File: src/rtl/cdb_rr_scheduler.sv
// Registered round-robin CDB scheduler: one grant per cycle among a max-priority
// channel and N_REQ ordinary units, with aging so the ordinary units cannot starve.
module cdb_rr_scheduler #(
  parameter int N_REQ    = 5,
  parameter int MAX_WAIT = 8,
  parameter int SEL_W    = $clog2(N_REQ + 1)
) (
  input  logic             clk_i,
  input  logic             rst_i,
  input  logic             flush_i,
  input  logic             max_prio_valid_i,
  output logic             max_prio_ready_o,
  input  logic [N_REQ-1:0] valid_i,
  output logic [N_REQ-1:0] ready_o,
  input  logic             rob_ready_i,
  output logic             rob_valid_o,
  output logic             served_max_prio_o,
  output logic [SEL_W-1:0] served_o
);

  localparam int PTR_W = (N_REQ > 1) ? $clog2(N_REQ) : 1;
  localparam int AGE_W = $clog2(MAX_WAIT + 1);

  logic             out_valid_q, out_valid_d;
  logic [SEL_W-1:0] out_sel_q, out_sel_d;
  logic             out_mp_q, out_mp_d;
  logic [PTR_W-1:0] rr_ptr_q, rr_ptr_d;
  logic [AGE_W-1:0] age_cnt_q, age_cnt_d;

  logic             adv, any_valid, force_ord, grant_ok, grant_mp, grant_rr;
  logic             rr_found;
  logic [PTR_W-1:0] rr_idx;
  int               cand;

  // NOTE: every signal driven here gets a default before any branch, otherwise
  // paths that skip an assignment would infer latches.
  always_comb begin
    rr_found = 1'b0;
    rr_idx   = '0;
    cand     = 0;
    // First requester at or after the pointer, wrapping around the unit list.
    for (int i = 0; i < N_REQ; i++) begin
      cand = (int'(rr_ptr_q) + i) % N_REQ;
      if (!rr_found && valid_i[cand]) begin
        rr_found = 1'b1;
        rr_idx   = PTR_W'(cand);
      end
    end
  end

  always_comb begin
    adv       = !out_valid_q || rob_ready_i;
    any_valid = |valid_i;
    force_ord = (age_cnt_q == AGE_W'(MAX_WAIT)) && any_valid;
    grant_ok  = adv && !flush_i && !rst_i;
    grant_mp  = grant_ok && max_prio_valid_i && !force_ord;
    grant_rr  = grant_ok && !grant_mp && rr_found;

    max_prio_ready_o = grant_mp;
    ready_o          = grant_rr ? (N_REQ'(1) << rr_idx) : '0;
  end

  always_comb begin
    out_valid_d = out_valid_q;
    out_sel_d   = out_sel_q;
    out_mp_d    = out_mp_q;
    rr_ptr_d    = rr_ptr_q;
    age_cnt_d   = age_cnt_q;

    if (flush_i) begin
      out_valid_d = 1'b0;
      age_cnt_d   = '0;
    end else if (adv) begin
      if (grant_mp) begin
        out_valid_d = 1'b1;
        out_sel_d   = '0;
        out_mp_d    = 1'b1;
      end else if (grant_rr) begin
        out_valid_d = 1'b1;
        out_sel_d   = SEL_W'(rr_idx) + SEL_W'(1);
        out_mp_d    = 1'b0;
        rr_ptr_d    = (rr_idx == PTR_W'(N_REQ - 1)) ? '0 : rr_idx + 1'b1;
      end else begin
        out_valid_d = 1'b0;
      end

      // Age counts only the cycles in which max-priority wins over waiting units.
      if (grant_rr || !any_valid) begin
        age_cnt_d = '0;
      end else if (grant_mp && age_cnt_q != AGE_W'(MAX_WAIT)) begin
        age_cnt_d = age_cnt_q + 1'b1;
      end
    end
  end

  // NOTE: state registers use non-blocking assignments so every flop samples
  // the pre-edge values regardless of process evaluation order.
  always_ff @(posedge clk_i) begin
    if (rst_i) begin
      out_valid_q <= 1'b0;
      out_sel_q   <= '0;
      out_mp_q    <= 1'b0;
      rr_ptr_q    <= '0;
      age_cnt_q   <= '0;
    end else begin
      out_valid_q <= out_valid_d;
      out_sel_q   <= out_sel_d;
      out_mp_q    <= out_mp_d;
      rr_ptr_q    <= rr_ptr_d;
      age_cnt_q   <= age_cnt_d;
    end
  end

  assign rob_valid_o       = out_valid_q;
  assign served_o          = out_sel_q;
  assign served_max_prio_o = out_mp_q;

endmodule

File: config.mk
export PLATFORM = sky130hd
export DESIGN_NAME = cdb_rr_scheduler
export DESIGN_NICKNAME = d
export VERILOG_FILES = /design/src/rtl/cdb_rr_scheduler.sv
export SDC_FILE = /design/constraint.sdc
export NUM_CORES = 1
export LEC_CHECK = 0
export BUFFER_PORTS_ARGS = -buffer_cell sky130_fd_sc_hd__buf_2
export CAP_MARGIN = 5
export CORE_ASPECT_RATIO = 1.75
export CORE_UTILIZATION = 50
export DETAILED_ROUTE_END_ITERATION = 12
export PLACE_DENSITY = 0.69
export SYNTH_ARGS = -nofsm -noshare
export SYNTH_HDL_FRONTEND = slang
export SYNTH_SLANG_ARGS = --single-unit
File: constraint.sdc
create_clock -name clk_i -period 8.8 [get_ports clk_i]
set_input_delay 1.76 -clock clk_i [delete_from_list [all_inputs] [get_ports clk_i]]
set_output_delay 1.76 -clock clk_i [all_outputs]
set_load 0.01 [all_outputs]
==> flow_summary.ini, run 1 <==
[pwr]
p_per_area_nw_per_um2 = 393
peakVddDrop_mv = 0.302
internal_power_uw = 440
pwr-share-comb_pct = 85.2
leakage_uw = 0.00105
swShare_pct = 53.1
p_clk_share_pct = 6.6
seq_power_share_pct = 8.2
p_sw_uw = 498

[drt]
drtPass1Iterations = 4
drt-wirelength-per-cell_um = 15.6
routed_via_density = 6.20
drc_errors = 0
drtIter0Drc = 36
totalWireLength_um = 5330
via_count = 2114
final_antenna_net_count = 0

[clock_tree]
holdBufCountCts = 0
htree_levels = 1
insertion_delay_ns = 0.25
clk_pin_slew_ns = 0.06
cts_buffers = 3
ctsLongestPathBuffers = 2
clock-root-buffer = clkbuf_8
postCtsSetupBuffers = 0
cts_resized = 0
cts_tree = built
cts_sinks = 12

[setup_path]
worstSetupPathType = reg -> out
rr_endpoint = rr_ptr_q[2]
endpoint = ready_o[0]
cp_data_required_time_ns = 7.04
worst_ep_arrival_time_ns = 4.96
crit_fanout = 17
cp-end-kind = primary output
crit_start = rr_ptr_q[1]
timing.rr.start = rr_ptr_q[1]
r2r_slack_ns = 3.56
reg2regPathDepth = 17
cp-start-kind = flop

[synth]
synth-seq-cells = 12
synth_flop_cell = dfxtp_1
syn_area_per_cell_um2 = 8.07
synth_edf_count = 0
postSynthCellCount = 279
synthesis.area_um2 = 2250
ys_seq_area_share_pct = 10.7
synth_async_sr_flop_share_pct = 0
ys_types = 70
yosys_warnings = 0
syn_nets = 311

[sta]
period_share_pct = 76.3
final.setup.tns_ns = 0
worst_slew_pin_slew_ns = 0.601
finalMaxSlewViolations = 0
finalClockSkew_ns = 0.00559
slew_headroom_pct = 59.9
hold_viol = 0
period_minus_slack_ns = 6.72
setup_viol = 0
timing.fmax_mhz = 149
grt_setup_unrepaired = false

[finish]
n_antenna_cell = 0
area_growth_pct = 6.06
stdcell_area_um2 = 2390
mostFrequentLayoutCells = ha_1, inv_1, buf_2, nor2_1, nand2_1
drive_above_1_share_pct = 19.3
final_common_cell = ha_1
fin_nets = 323

[grt]
grt_pass1_vias = 2002
grt_pass1_wl_um = 8820
track_usage_pct = 23.6
grt_start_max_net_pins = 23
antenna_found_initial = 0
gr-total-overflow = 0

[job]
max_cap_viol_count = 0

[run_status]
status = complete, no violations

[floorplanning]
die_area_um2 = 4790
dieHeight_um = 90.8
start_util_pct = 51.6
ios = 21
coreArea_um2 = 4360
die_w_um = 52.7
num_rows = 32

[hold_path]
min_path_type = reg -> reg

[placement]
hpwlAfterDp_um = 4320
io_buffers = 20
placed_cell_area_um2 = 2330
place_congestion = 0.880
==> flip-flops by register name (all words and copies together) (netlist names) <==
signal,cells
rr_ptr_q,3
rob_valid_o,1
served_o,3
served_max_prio_o,1
age_cnt_q,4
==> worst min-delay path by stage <==
stage	slack, ns	cells after the start	startpoint	end
2_1_floorplan	0.49	2	served_o[2]	served_o[2]
4_1_cts	0.46	2	served_o[2]	served_o[2]
3_5_place_dp	0.45	2	served_o[2]	served_o[2]
5_1_grt	0.51	2	served_o[2]	served_o[2]
6_report	0.47	2	served_o[2]	served_o[2]
3_3_place_gp	0.45	2	served_o[2]	served_o[2]
==> worst max-delay path: stages (launching register included) <==
cell and delay [ns]:
dfxtp_1 0.60, inv_1 0.26, ha_1 0.69, inv_1 0.21
ha_1 0.28, o31ai_1 0.37, o2111ai_1 0.17, o211a_1 0.19
xnor2_1 0.14, a211o_1 0.26, nand2_1 0.24, mux2i_1 0.13
a211o_1 0.28, a31oi_1 0.28, ha_1 0.27, nor3b_1 0.18
buf_2 0.15
==> metrics by stage <==
step | worst slack (ns) | util [%] | total power, µW | hold WS (ns) | std cells
detailed placement | 2.39 | 53.5 | 874 | 0.452 | 337
finish | 2.08 | 54.7 | 938 | 0.465 | 341
global placement | 2.55 | 53.5 | 863 | 0.452 | 337
CTS | 2.11 | 54.7 | 938 | 0.464 | 341
global route | 1.69 | 54.7 | 1030 | 0.515 | 341
floorplan | 2.84 | - | 729 | 0.489 | 279
==> kinds of logic after synthesis <==
group | count (synthesis) | synth area share (%)
xor+xnor | 9 | 4.50
compound gates | 79 | 27.7
mux | 22 | 11.5
fa+ha+maj | 22 | 12.2
buf+inv | 34 | 7.33
simple gates | 101 | 26.1
flops | 12 | 10.7
==> Yosys cell counts (all sizes together), types with 6 or more instances <==
cell    number  area, µm²
nand2       20       77.6
ha          22        275
inv         20       75.1
o21a         7       60.1
buf          8       67.6
nor2        19       71.3
a211oi       9       72.6
dfxtp       12        240
a31oi        6       37.5
nor3        11       65.1
mux2i       16        173
clkbuf       6       22.5
a21oi       11       88.8
o21ai       14       81.3
xnor2        7       83.8
==> cell type report <==
type | instances | area, µm²
fill | 421 | 1980
multi-input combinational | 233 | 1850
sequential | 12 | 240
timing repair buffer | 21 | 108
inverter | 20 | 75.1
tap | 51 | 63.8
clock buffer | 4 | 55.1
==> power groups by stage <==
stage,clock [µW],sequential (µW),combinational (µW)
after floorplan,0,76.8,653
after global placement,0,77.3,785
after detailed placement,0,78.1,796
after CTS,63.1,77.1,797
after global routing,65.4,78.7,884
final,61.8,77.2,799
==> layer usage <==
layer	vias to the layer above	part of all wire, %	global-route usage (%)
met5	-	0	0
met4	0	3.6	11.4
met3	17	2.3	1.52
met2	48	56	45.3
met1	998	38	23.5
li1	1051	-	-
Power figures use the tool's default switching activity.
==> run 2, diff against run 1 <==
==> constraint.sdc (replaced) <==
create_clock -name clk_i -period 7 [get_ports clk_i]
set_input_delay 1.4 -clock clk_i [delete_from_list [all_inputs] [get_ports clk_i]]
set_output_delay 1.4 -clock clk_i [all_outputs]
set_load 0.01 [all_outputs]
==> flow_summary.ini, run 2 (synthesized netlist as in run 1, its figures left out) <==
[sta]
setup_ws_ns = 0.649
setup_viol = 0
timing.fmax_mhz = 157
grt_setup_unrepaired = false
period_minus_slack_ns = 6.35
period_share_pct = 90.7
slew_headroom_pct = 60.7
finalMaxSlewViolations = 0
worst_slew_pin_slew_ns = 0.589
finalClockSkew_ns = 0.00525
final.setup.tns_ns = 0
hold_viol = 0

[finish]
area_growth_pct = 6.06
mostFrequentLayoutCells = ha_1, inv_1, buf_2, nor2_1, nand2_1
n_antenna_cell = 0
final_util_pct = 54.7
largest_reg_flops = 4
fin_nets = 323
drive_above_1_share_pct = 19.3
regMostFlops = age_cnt_q
final_common_cell = ha_1
finalNonFillerCells = 341

[setup_path]
crit_fanout = 17
rr_endpoint = rr_ptr_q[2]
timing.rr.start = rr_ptr_q[1]
worstSetupPathType = reg -> out
worst_ep_arrival_time_ns = 4.95
cp-end-kind = primary output
cp_data_required_time_ns = 5.60
r2r_slack_ns = 1.78
crit_start = rr_ptr_q[1]
reg2regPathDepth = 17
cp-start-kind = flop

[clock_tree]
cts_tree = built
cts_sinks = 12
insertion_delay_ns = 0.24
holdBufCountCts = 0
postCtsSetupBuffers = 0
htree_levels = 1
clk_pin_slew_ns = 0.06
ctsLongestPathBuffers = 2
cts_buffers = 3
clock-root-buffer = clkbuf_8
cts_resized = 0

[floorplanning]
num_rows = 32
start_util_pct = 51.6
coreArea_um2 = 4360
die_w_um = 52.7
die_area_um2 = 4790
dieHeight_um = 90.8
ios = 21

[hold_path]
min_from = served_o[2]
min_path_cells = 2
min_path_type = reg -> reg
min_to = served_o[2]

[grt]
grt_start_max_net_pins = 23
gr-total-overflow = 0
track_usage_pct = 23.4
grt_pass1_wl_um = 8730
antenna_found_initial = 0
use_met2_pct = 42.7
use_met3_pct = 1.52
top_usage_layer = met2
globalRouteMet1Util_pct = 23.9
grt_pass1_vias = 2028

[run_status]
status = complete, no violations

[pwr]
leakage_uw = 0.00105
peakVddDrop_mv = 0.423
p_per_area_nw_per_um2 = 490
power.total_uw = 1170

[placement]
io_buffers = 20
post-place-ws_ns = 0.948
dp_cells = 337
hpwlAfterDp_um = 4240
place_congestion = 0.858

[drt]
drc_errors = 0
drtIter0Drc = 36
drtPass1Iterations = 4
final_antenna_net_count = 0
drt-wirelength-per-cell_um = 15.3
totalWireLength_um = 5230
routed_via_density = 6.11
via_count = 2082

[job]
max_cap_viol_count = 0
run 2: per-layer routing:
metal	part of all wire, %	vias up	wire length, µm
met5	0	-	0
met4	3.6	0	190
met3	1.9	15	99
met2	55	43	2890
met1	39	972	2050
li1	-	1052	-
run 2: power breakdown:
part	leakage [µW]	internal, µW	switching, µW	total [µW]
Sequential	0.0000978	82.6	14.0	96.6
Clock	0.0000288	49.7	26.5	76.2
Combinational	0.000919	421	576	997
Total	0.00105	553	617	1170
run 2: worst max-delay path, cell delays in order, from the launching register on:
cell and delay, ns:
dfxtp_1 0.60, inv_1 0.26, ha_1 0.69, inv_1 0.21, ha_1 0.29, nor3_2 0.26
nor3_2 0.13, or3b_1 0.38, a211oi_1 0.23, o21ai_1 0.12, nand2_1 0.25, mux2i_1 0.12
a211o_1 0.28, a31o_2 0.25, ha_1 0.20, ha_1 0.17, and2_1 0.13, buf_2 0.13
run 2: how the worst max path moves through the flow:
stage	to	slack, ns	depth (start not counted)
5_1_grt	ready_o[3]	0.28	17
3_5_place_dp	ready_o[0]	0.95	16
6_report	ready_o[3]	0.65	17
4_1_cts	ready_o[3]	0.65	17
3_3_place_gp	ready_o[3]	1.04	17
2_1_floorplan	ready_o[0]	1.40	21
run 2: cell type report:
class / instances / area (µm²)
inverters: 20 / 75.1
multi-input cells: 233 / 1850
flip-flops and latches: 12 / 240
fillers: 420 / 1980
well taps: 51 / 63.8
clock buffers: 4 / 55.1
repair buffers: 21 / 108
run 2: through the flow:
step	instance area [µm²]	hold WS (ns)
after floorplan	2250	0.489
after global placement	2330	0.453
after detailed placement	2330	0.459
after CTS	2390	0.472
after global routing	2390	0.492
final	2390	0.467
==> run 3, diff against run 2 <==
==> config.mk (replaced) <==
export PLATFORM = sky130hd
export DESIGN_NAME = cdb_rr_scheduler
export DESIGN_NICKNAME = d
export VERILOG_FILES = /design/src/rtl/cdb_rr_scheduler.sv
export SDC_FILE = /design/constraint.sdc
export NUM_CORES = 1
export LEC_CHECK = 0
export CAP_MARGIN = 5
export CORE_ASPECT_RATIO = 1.75
export CORE_UTILIZATION = 50
export DETAILED_ROUTE_END_ITERATION = 12
export DONT_BUFFER_PORTS = 1
export PLACE_DENSITY = 0.64
export SYNTH_ARGS = -nofsm -noshare
export SYNTH_HDL_FRONTEND = slang
export SYNTH_SLANG_ARGS = --single-unit
==> constraint.sdc (replaced) <==
create_clock -name clk_i -period 6.5 [get_ports clk_i]
set_input_delay 1.3 -clock clk_i [delete_from_list [all_inputs] [get_ports clk_i]]
set_output_delay 1.3 -clock clk_i [all_outputs]
set_load 0.01 [all_outputs]
==> flow_summary.ini, run 3 (synthesized netlist as in run 1, its figures left out) <==
[run_status]
status = complete, no violations

[clock_tree]
ctsLongestPathBuffers = 2
cts_sinks = 12
postCtsSetupBuffers = 0
clock-root-buffer = clkbuf_8
cts_tree = built
cts_resized = 0
htree_levels = 1
holdBufCountCts = 0
clk_pin_slew_ns = 0.06
insertion_delay_ns = 0.25
cts_buffers = 3

[finish]
area_growth_pct = 1.94
regMostFlops = age_cnt_q
largest_reg_flops = 4
fillers = 432
final_common_cell = ha_1
seqCellArea_um2 = 240
multi_input_area_um2 = 1850
fin_nets = 304
n_antenna_cell = 0
drive_above_1_share_pct = 13.7
mostFrequentLayoutCells = ha_1, inv_1, nor2_1, nand2_1, mux2i_1

[drt]
via_count = 2006
final_antenna_net_count = 0
drtPass1Iterations = 4
drtIter0Drc = 28
totalWireLength_um = 5380
routed_via_density = 6.23
drc_errors = 0
drt-wirelength-per-cell_um = 16.7

[pwr]
p_per_area_nw_per_um2 = 546
peakVddDrop_mv = 0.392
leakage_uw = 0.000957
power.total_uw = 1250

[sta]
finalClockSkew_ns = 0.00329
grt_setup_unrepaired = false
timing.fmax_mhz = 167
finalMaxSlewViolations = 0
final.setup.tns_ns = 0
setup_viol = 0
period_minus_slack_ns = 5.99
hold_viol = 0
slew_headroom_pct = 61.3
worst_slew_pin_slew_ns = 0.581
period_share_pct = 92.1

[placement]
place_congestion = 0.801
io_buffers = 0
hpwlAfterDp_um = 4320

[setup_path]
crit_fanout = 12
cp-end-kind = primary output
cp_data_required_time_ns = 5.20
worstSetupPathType = reg -> out
worst_ep_arrival_time_ns = 4.69
cp-start-kind = flop

[floorplanning]
die_area_um2 = 4790
coreArea_um2 = 4360
dieHeight_um = 90.8
num_rows = 32
ios = 21
die_w_um = 52.7
start_util_pct = 51.6

[grt]
gr-total-overflow = 0
grt_pass1_wl_um = 8910
grt_start_max_net_pins = 22
antenna_found_initial = 0
grt_pass1_vias = 1952
track_usage_pct = 24.3

[job]
max_cap_viol_count = 0

[hold_path]
min_path_type = reg -> reg
## run 3: per-layer routing
metal / GRT usage (%) / part of all wire, % / vias up
met4: 9.87 / 3.0 / 0
li1: - / - / 1012
met5: 0 / 0 / -
met1: 25.7 / 39 / 942
met2: 45.4 / 56 / 38
met3: 2.53 / 2.3 / 14
## run 3: worst max-delay path, cell delays in order, from the launching register on
cell and delay (ns):
dfxtp_1 0.57, inv_1 0.24, ha_1 0.27, inv_1 0.06, ha_1 0.28, inv_1 0.13
ha_1 0.15, inv_1 0.04, ha_1 0.26, nor2b_1 0.14, o21ai_1 0.11, o211a_1 0.28
xnor2_1 0.13, a211o_1 0.26, nand2_1 0.23, mux2i_1 0.11, a211o_1 0.28, a31oi_1 0.25
ha_1 0.26, nor3b_1 0.37
## run 3: path summary, 6_finish.rpt
check | startpoint | cells past startpoint | end | slack, ns
max | rr_ptr_q[1] | 19 | ready_o[0] | 0.51
min | served_o[2] | 2 | served_o[2] | 0.52
max reg2reg | rr_ptr_q[1] | 21 | rr_ptr_q[2] | 1.54
min reg2reg | served_o[2] | 2 | served_o[2] | 0.52
## run 3: area by class of cell
class	instances	area share, %
clock buffers	4	2.40
inverters	20	3.27
multi-input cells	233	80.4
flip-flops and latches	12	10.5
well taps	51	2.78
repair buffers	2	0.654
## run 3: power by group
group	total, µW	switching, µW	internal [µW]
Sequential	110	21.0	89.0
Combinational	1060	616	442
Clock	85.5	31.8	53.6
## run 3: stage by stage
stage	hold slack, ns	cells	util, %	setup WS (ns)	cell area, µm²
after global placement	0.504	318	51.3	0.902	2240
after floorplan	0.489	279	-	0.999	2250
after global routing	0.557	322	52.6	0.174	2300
after CTS	0.522	322	52.6	0.496	2300
final	0.515	322	52.6	0.511	2300
after detailed placement	0.505	318	51.3	0.764	2240
